===== config.mk =====
export PLATFORM = sky130hd
export DESIGN_NAME = pkt_port_reader
export DESIGN_NICKNAME = d
export VERILOG_FILES = /design/src/rtl/pkt_pkg.sv /design/src/rtl/pkt_raw_buf.sv /design/src/rtl/pkt_port_reader.sv
export SDC_FILE = /design/constraint.sdc
export NUM_CORES = 1
export LEC_CHECK = 0
export BUFFER_PORTS_ARGS = -buffer_cell sky130_fd_sc_hd__buf_2
export CAP_MARGIN = 20
export CORE_MARGIN = 2
export CORE_UTILIZATION = 30
export CTS_CLUSTER_SIZE = 10
export DETAILED_ROUTE_END_ITERATION = 8
export PLACE_DENSITY = 0.5
export REMOVE_ABC_BUFFERS = 1
export SLEW_MARGIN = 30
export SYNTH_ARGS = -nofsm -noshare
export SYNTH_HDL_FRONTEND = slang
export SYNTH_HIERARCHICAL = 1
export SYNTH_SLANG_ARGS = --single-unit

===== constraint.sdc =====
create_clock -name clk -period 3.1 [get_ports clk]
set_clock_uncertainty 0.05 [all_clocks]
set_input_delay 0.31 -clock clk [delete_from_list [all_inputs] [get_ports clk]]
set_output_delay 0.31 -clock clk [all_outputs]
set_load 0.005 [all_outputs]

===== src/rtl/pkt_pkg.sv =====
// Shared definitions for the switch port packet reader: FSM state encoding,
// pkt_err bit positions and header byte offsets.
package pkt_pkg;

  typedef enum logic [1:0] {
    ADDR    = 2'd0,
    LEN     = 2'd1,
    PAYLOAD = 2'd2,
    PARITY  = 2'd3
  } state_t;

  localparam int ERR_PARITY  = 0;
  localparam int ERR_ADDR    = 1;
  localparam int ERR_LEN     = 2;
  localparam int ERR_TIMEOUT = 3;

  // Byte positions within a packet; payload starts right after the header.
  localparam int HDR_ADDR  = 0;
  localparam int HDR_LEN   = 1;
  localparam int HDR_BYTES = 2;

endpackage


===== src/rtl/pkt_raw_buf.sv =====
// Two-entry byte FIFO that holds bytes captured from the switch port until
// the reassembly FSM consumes them. Push and pop may occur in the same cycle.
module pkt_raw_buf (
  input  logic       clk,
  input  logic       reset,
  input  logic       push,
  input  logic [7:0] push_data,
  input  logic       pop,
  output logic [7:0] head,
  output logic [1:0] occ
);

  logic [7:0] mem [2];
  logic       wr_ptr;
  logic       rd_ptr;

  assign head = mem[rd_ptr];

  // Storage, pointers and occupancy; the caller guarantees no overflow/underflow.
  always_ff @(posedge clk or posedge reset) begin
    if (reset) begin
      mem[0] <= '0;
      mem[1] <= '0;
      wr_ptr <= 1'b0;
      rd_ptr <= 1'b0;
      occ    <= 2'd0;
    end else begin
      if (push) begin
        mem[wr_ptr] <= push_data;
        wr_ptr      <= ~wr_ptr;
      end
      if (pop) begin
        rd_ptr <= ~rd_ptr;
      end
      case ({push, pop})
        2'b10:   occ <= occ + 2'd1;
        2'b01:   occ <= occ - 2'd1;
        default: occ <= occ;
      endcase
    end
  end

endmodule


===== src/rtl/pkt_port_reader.sv =====
// Drains one switch output port, reassembles addr/len/payload/parity packets,
// streams the payload downstream and reports per-packet status.
// Optional mid-packet idle timeout is built when PKT_TIMEOUT_EN is defined.
//
// state   | meaning
// --------+-----------------------------------------------------------
// ADDR    | waiting for the destination address byte
// LEN     | waiting for the length byte; bad length ends the packet
// PAYLOAD | presenting payload bytes downstream, counter = bytes left
// PARITY  | waiting for the parity byte, then reporting status
module pkt_port_reader
  import pkt_pkg::*;
#(
  parameter int MAX_LEN        = 64,
  parameter int CNT_W          = 16,
  parameter int TIMEOUT_CYCLES = 256
) (
  input  logic             clk,
  input  logic             reset,
  input  logic             ready,
  output logic             read,
  input  logic [7:0]       port,
  input  logic [7:0]       port_addr,
  output logic             out_valid,
  input  logic             out_ready,
  output logic [7:0]       out_data,
  output logic             out_sop,
  output logic             out_eop,
  output logic             pkt_done,
  output logic [3:0]       pkt_err,
  output logic [CNT_W-1:0] pkt_count
);

  localparam logic [7:0] MAX_LEN_B = 8'(MAX_LEN);

  state_t     state;
  logic       pending;
  logic [1:0] occ;
  logic [7:0] head;
  logic       buf_pop;
  logic [7:0] addr_reg;
  logic [7:0] acc;
  logic [7:0] len_reg;
  logic [7:0] remain;
  logic       addr_mis;
  logic       len_bad;
  logic [3:0] err_len;
  logic [3:0] err_par;
  logic       tmo_fire;

  // Never request more bytes than the raw buffer can still absorb.
  assign read = ready && (({1'b0, occ} + {2'b00, pending}) < 3'd2);

  // An accepted pop delivers its byte on port one cycle later.
  always_ff @(posedge clk or posedge reset) begin
    if (reset) pending <= 1'b0;
    else       pending <= read && ready;
  end

  pkt_raw_buf u_raw_buf (
    .clk       (clk),
    .reset     (reset),
    .push      (pending),
    .push_data (port),
    .pop       (buf_pop),
    .head      (head),
    .occ       (occ)
  );

  // Downstream presentation and buffer consumption for the current state.
  always_comb begin
    out_valid = (state == PAYLOAD) && (occ != 2'd0);
    out_data  = head;
    out_sop   = (state == PAYLOAD) && (remain == len_reg);
    out_eop   = (state == PAYLOAD) && (remain == 8'd1);
    buf_pop   = 1'b0;
    case (state)
      PAYLOAD: buf_pop = out_valid && out_ready;
      default: buf_pop = (occ != 2'd0);
    endcase
  end

  // Status vectors reported with pkt_done.
  always_comb begin
    addr_mis              = (addr_reg != port_addr);
    len_bad               = (head == 8'd0) || (head > MAX_LEN_B);
    err_len               = '0;
    err_len[ERR_LEN]      = 1'b1;
    err_len[ERR_ADDR]     = addr_mis;
    err_par               = '0;
    err_par[ERR_PARITY]   = (head != acc);
    err_par[ERR_ADDR]     = addr_mis;
  end

`ifdef PKT_TIMEOUT_EN
  localparam int TMO_W = $clog2(TIMEOUT_CYCLES) + 1;

  logic [TMO_W-1:0] idle_cnt;
  logic             stall;

  assign stall    = out_valid && !out_ready;
  assign tmo_fire = (state != ADDR) && !buf_pop && !stall && (idle_cnt == '0);

  // Idle down-counter: reloads on any progress, fires at terminal count.
  always_ff @(posedge clk or posedge reset) begin
    if (reset) begin
      idle_cnt <= TMO_W'(TIMEOUT_CYCLES - 1);
    end else if ((state == ADDR) || buf_pop || stall) begin
      idle_cnt <= TMO_W'(TIMEOUT_CYCLES - 1);
    end else if (idle_cnt != '0) begin
      idle_cnt <= idle_cnt - TMO_W'(1);
    end
  end
`else
  // Feature compiled out: a stalled packet waits indefinitely.
  assign tmo_fire = (TIMEOUT_CYCLES < 0);
`endif

  // Reassembly FSM with registered status outputs.
  always_ff @(posedge clk or posedge reset) begin
    if (reset) begin
      state     <= ADDR;
      addr_reg  <= '0;
      acc       <= '0;
      len_reg   <= '0;
      remain    <= '0;
      pkt_done  <= 1'b0;
      pkt_err   <= '0;
      pkt_count <= '0;
    end else begin
      pkt_done <= 1'b0;
      if (tmo_fire) begin
        pkt_done             <= 1'b1;
        pkt_err              <= '0;
        pkt_err[ERR_TIMEOUT] <= 1'b1;
        pkt_count            <= pkt_count + CNT_W'(1);
        state                <= ADDR;
      end else begin
        case (state)
          ADDR: begin
            if (buf_pop) begin
              addr_reg <= head;
              acc      <= head;
              state    <= LEN;
            end
          end
          LEN: begin
            if (buf_pop) begin
              acc <= acc ^ head;
              if (len_bad) begin
                pkt_done  <= 1'b1;
                pkt_err   <= err_len;
                pkt_count <= pkt_count + CNT_W'(1);
                state     <= ADDR;
              end else begin
                len_reg <= head;
                remain  <= head;
                state   <= PAYLOAD;
              end
            end
          end
          PAYLOAD: begin
            if (buf_pop) begin
              acc    <= acc ^ head;
              remain <= remain - 8'd1;
              if (remain == 8'd1) state <= PARITY;
            end
          end
          PARITY: begin
            if (buf_pop) begin
              pkt_done  <= 1'b1;
              pkt_err   <= err_par;
              pkt_count <= pkt_count + CNT_W'(1);
              state     <= ADDR;
            end
          end
          default: state <= ADDR;
        endcase
      end
    end
  end

endmodule

==> impl_summary.md <==
Layout
The antenna diode count is 0. At the end of the flow, the number of nets in the layout was 461. The non-filler instance count after layout is 613. Relative to the synthesized area, the layout overhead comes to 17.56%. The largest registers in the layout are pkt_count: 16 flops, u_raw_buf/mem: 16 flops. The share of cells above drive strength 1 is 28.38%.

Logic synthesis
The async set or reset register ratio after synthesis is 100.0%. The count of yosys warnings during synthesis is 6. Counting flops with a built-in enable in the synthesized netlist gives 0. The mapped cell area is 0.004011 mm². Averaged over all synthesized cells, the footprint is approximately 11 µm². The sequential cell area fraction in the yosys report is 46.79%. The number of instances in the synthesized netlist is 380. The flip-flop and latch count after synthesis is 75. The count of distinct cell types in the synthesized netlist is 56. Among all flip-flop cells after synthesis, the most frequent one is sky130_fd_sc_hd__dfrtp_1.

Floorplan
The placeable core region is 0.01314 mm². The die covers 0.01431 mm². During I/O placement, the number of pins put on the boundary was between 50 and 60. The initial standard-cell utilization of the core is a little under a third. The row count is 42. The die span in x is 119.6 µm. The vertical die dimension is 119.6 µm.

STA
For this run, the top clock speed supported by timing is 348.7 MHz. The setup TNS is 0 ns. At the pin with the least slew margin, the transition time is slightly below 0.8 ns. Setup violations remaining at the end of the flow were counted as 0. Measured against its own limit, the worst slew margin works out to 47.98%. The count of pins over their slew limit came to 0.

Setup slack closes at 0.2323 ns. The worst hold margin is -0.003832 ns. The clock period minus final worst setup slack is 2.868 ns. The share of the clock period used by the worst path is 92.51%. Setup repair after global routing left no endpoint under its margin.

The number of hold-slack violations in the final timing report is 10.

Drt
The remaining design rule violation count is 0. Dividing the detail-routed wire length by the instance count gives 15.46 µm. The pre-antenna-repair detailed-routing pass consisted of 5 iterations.

The routed via count divided by cell count is 4.763. The count of routing violations after the opening detailed-route iteration is roughly 140. The routed wire length is 9476 µm. The count of nets left with antenna violations once routing finished came out at 0.

The final route contains approximately 3000 vias.

Place
The placed wire-length estimate after detailed placement is 6945 µm. The count of buffers added on input and output ports is 51. The final weighted congestion of routability-driven global placement is 0.8650. At the placement stage, the worst setup path has a slack of approximately 0.24 ns. After detailed placement, the design holds a cell count of 597.

Global routing
The wire length of the first global-routing pass is 15790 µm. The total track usage is between 10% and 20%. The initial antenna violation count is 0. The largest net degree at the start of global routing is 31. The sum of overflow across all layers after global routing is 0. The number of global-route vias before repair was 2860.

Clock tree
After clock tree synthesis, the clock-pin slew on the worst setup and hold paths is roughly 0.060 ns. TritonCTS built the clock tree. The H-tree depth is 3. Clock tree synthesis selected as its root buffer the cell sky130_fd_sc_hd__clkbuf_16. Once the clock tree was built, the resizer swapped 0 gates to a different size. Clock tree synthesis found a total of 75 sinks. Buffers inserted to repair hold after CTS numbered 0.

The later-pin clock latency in the skew report is 0.34 ns. The number of buffers added by the clock tree synthesis step is 9. The clock passes through at most 2 buffers. The number of post-CTS setup repair buffers is 0.

Setup path
Across all register-to-register paths, the minimum setup slack is 0.23 ns. In this run the worst path has a maximum fanout of 16. The endpoint type of the worst setup path is a flip-flop. The critical path is of the flip-flop to flip-flop type. STA puts the critical path data arrival time at slightly above 3 ns. Data on the critical path is required at its endpoint by 3.27 ns.

STA classifies the critical path startpoint as a flip-flop.

Min path
The worst min-delay path class is primary input to asynchronous set/reset pin.

Status
The checks that failed: negative hold slack. The run finished, with violations left.

Power
The worst-case IR drop observed on VDD is roughly 0.34 mV. In this run the power density over the cells is 1196 mW/mm². The analysis attributes to cell leakage a power of 0.002029 µW.

Run
The tool flagged a number of max-cap violations equal to 0.
-- metrics by stage --
stage	utilization (%)	hold WS, ns	total power (µW)	area (µm²)
2_1_floorplan	-	0.2238	3822	3906
3_3_place_gp	33.75	0.3893	4662	4434
3_5_place_dp	33.75	0.3968	4696	4434
4_1_cts	35.90	0.03040	5705	4716
5_1_grt	35.90	0.06207	6114	4716
6_report	35.90	-0.003832	5640	4716
-- path summary, 6_finish.rpt --
kind                                              startpoint                   endpoint  depth (start not counted)
worst max-delay path            u_raw_buf/rd_ptr$_DFFE_PP0P_   pkt_count[1]$_DFFE_PP0P_                          5
worst min-delay path                                   reset         acc[3]$_DFFE_PP0P_                          2
worst max register to register  u_raw_buf/rd_ptr$_DFFE_PP0P_   pkt_count[1]$_DFFE_PP0P_                          5
worst min register to register     pkt_count[15]$_DFFE_PP0P_  pkt_count[15]$_DFFE_PP0P_                          1
max in group asynchronous                              reset   pkt_count[2]$_DFFE_PP0P_                          3
min in group clk                                       ready          pending$_DFF_PP0_                          3
-- layout by cell type, fill, tap and decap left out, types with 4 or more instances in the layout --
cell | netlist | final
sky130_fd_sc_hd__dfrtp_1 | 75 | 75
sky130_fd_sc_hd__buf_2 | 5 | 51
sky130_fd_sc_hd__nand2_1 | 48 | 48
sky130_fd_sc_hd__xnor2_1 | 28 | 28
sky130_fd_sc_hd__nor2_1 | 26 | 26
sky130_fd_sc_hd__mux2_2 | 25 | 25
sky130_fd_sc_hd__a21oi_1 | 16 | 16
sky130_fd_sc_hd__xor2_1 | 16 | 16
sky130_fd_sc_hd__nor3_1 | 12 | 12
sky130_fd_sc_hd__inv_1 | 13 | 12
sky130_fd_sc_hd__nand4_1 | 9 | 9
sky130_fd_sc_hd__ha_1 | 9 | 9
sky130_fd_sc_hd__clkbuf_16 | 0 | 9
sky130_fd_sc_hd__o21ai_0 | 8 | 8
sky130_fd_sc_hd__mux2_4 | 8 | 8
sky130_fd_sc_hd__o22ai_1 | 7 | 7
sky130_fd_sc_hd__buf_4 | 3 | 7
sky130_fd_sc_hd__or3_1 | 5 | 5
sky130_fd_sc_hd__nand3_1 | 5 | 5
sky130_fd_sc_hd__and2_1 | 4 | 4
sky130_fd_sc_hd__clkinvlp_4 | 0 | 4
-- layer usage --
metal | vias up | GRT usage [%] | wire [µm]
met5 | - | 0 | 0
met4 | 0 | 6.176 | 210
met3 | 13 | 3.232 | 289
met2 | 37 | 21.64 | 4436
met1 | 1449 | 19.48 | 4540
li1 | 1421 | - | -
-- logic make-up (layout without fill, tap and decap cells) --
| logic type | after synthesis | in the layout | synth area share, % |
|---|---|---|---|
| XOR/XNOR | 44 | 44 | 9.607 |
| multiplexers | 34 | 34 | 10.29 |
| buffers and inverters | 30 | 87 | 3.836 |
| adder cells (fa/ha/maj) | 9 | 9 | 2.807 |
| flip-flops | 75 | 75 | 46.79 |
| AO/OA/AOI/OAI | 53 | 53 | 9.514 |
| other | 1 | 1 | 0.09348 |
| AND/OR/NAND/NOR | 134 | 134 | 17.06 |
-- cells in the mapped netlist, types with 2 or more instances --
library cell	number	area share, %
sky130_fd_sc_hd__buf_6	3	0.84
sky130_fd_sc_hd__a31o_2	2	0.44
sky130_fd_sc_hd__o22ai_1	7	1.1
sky130_fd_sc_hd__o211ai_1	3	0.56
sky130_fd_sc_hd__nor3_1	12	1.5
sky130_fd_sc_hd__or2_2	2	0.31
sky130_fd_sc_hd__a21oi_2	2	0.44
sky130_fd_sc_hd__nand4_1	9	1.4
sky130_fd_sc_hd__o21ai_0	8	1.0
sky130_fd_sc_hd__xnor2_1	28	6.1
sky130_fd_sc_hd__nand3_1	5	0.62
sky130_fd_sc_hd__dfrtp_1	75	47
sky130_fd_sc_hd__nand2b_1	3	0.47
sky130_fd_sc_hd__xor2_1	16	3.5
sky130_fd_sc_hd__mux2_4	8	3.0
sky130_fd_sc_hd__nor3b_1	3	0.56
sky130_fd_sc_hd__or3_1	5	0.78
sky130_fd_sc_hd__ha_1	9	2.8
sky130_fd_sc_hd__buf_4	3	0.56
sky130_fd_sc_hd__nor2b_1	2	0.31
sky130_fd_sc_hd__a21oi_1	16	2.0
sky130_fd_sc_hd__nor2_1	26	2.4
sky130_fd_sc_hd__a211oi_1	2	0.37
sky130_fd_sc_hd__nor4_1	3	0.47
sky130_fd_sc_hd__buf_2	5	0.62
sky130_fd_sc_hd__and2_1	4	0.62
sky130_fd_sc_hd__mux2_2	25	7.0
sky130_fd_sc_hd__nand2_1	48	4.5
sky130_fd_sc_hd__and3_1	3	0.47
sky130_fd_sc_hd__inv_1	13	1.2
sky130_fd_sc_hd__clkbuf_1	5	0.47
-- worst max-delay path: stages, from the launching register on --
cell	delay (ns)
sky130_fd_sc_hd__dfrtp_1	0.58
sky130_fd_sc_hd__mux2_2	0.49
sky130_fd_sc_hd__nor4_4	0.49
sky130_fd_sc_hd__a21bo_2	0.27
sky130_fd_sc_hd__a21o_1	0.48
sky130_fd_sc_hd__mux2_2	0.39
-- power breakdown --
group          internal (µW)  switching, µW  leakage (µW)
Clock                    565            420      0.000124
Combinational           1280           1510       0.00101
Sequential              1440            426      0.000896
Total                   3290           2350       0.00203
-- cell type report --
type,instances,area [µm²]
multi-input cells,275,1981
repair buffers,58,307.8
clock buffers,11,242.7
flip-flops and latches,75,1877
clock inverters,5,38.79
fillers,1371,8422
well taps,176,220.2
inverters,13,48.80
Note: power is estimated with default switching activity, not from simulation.
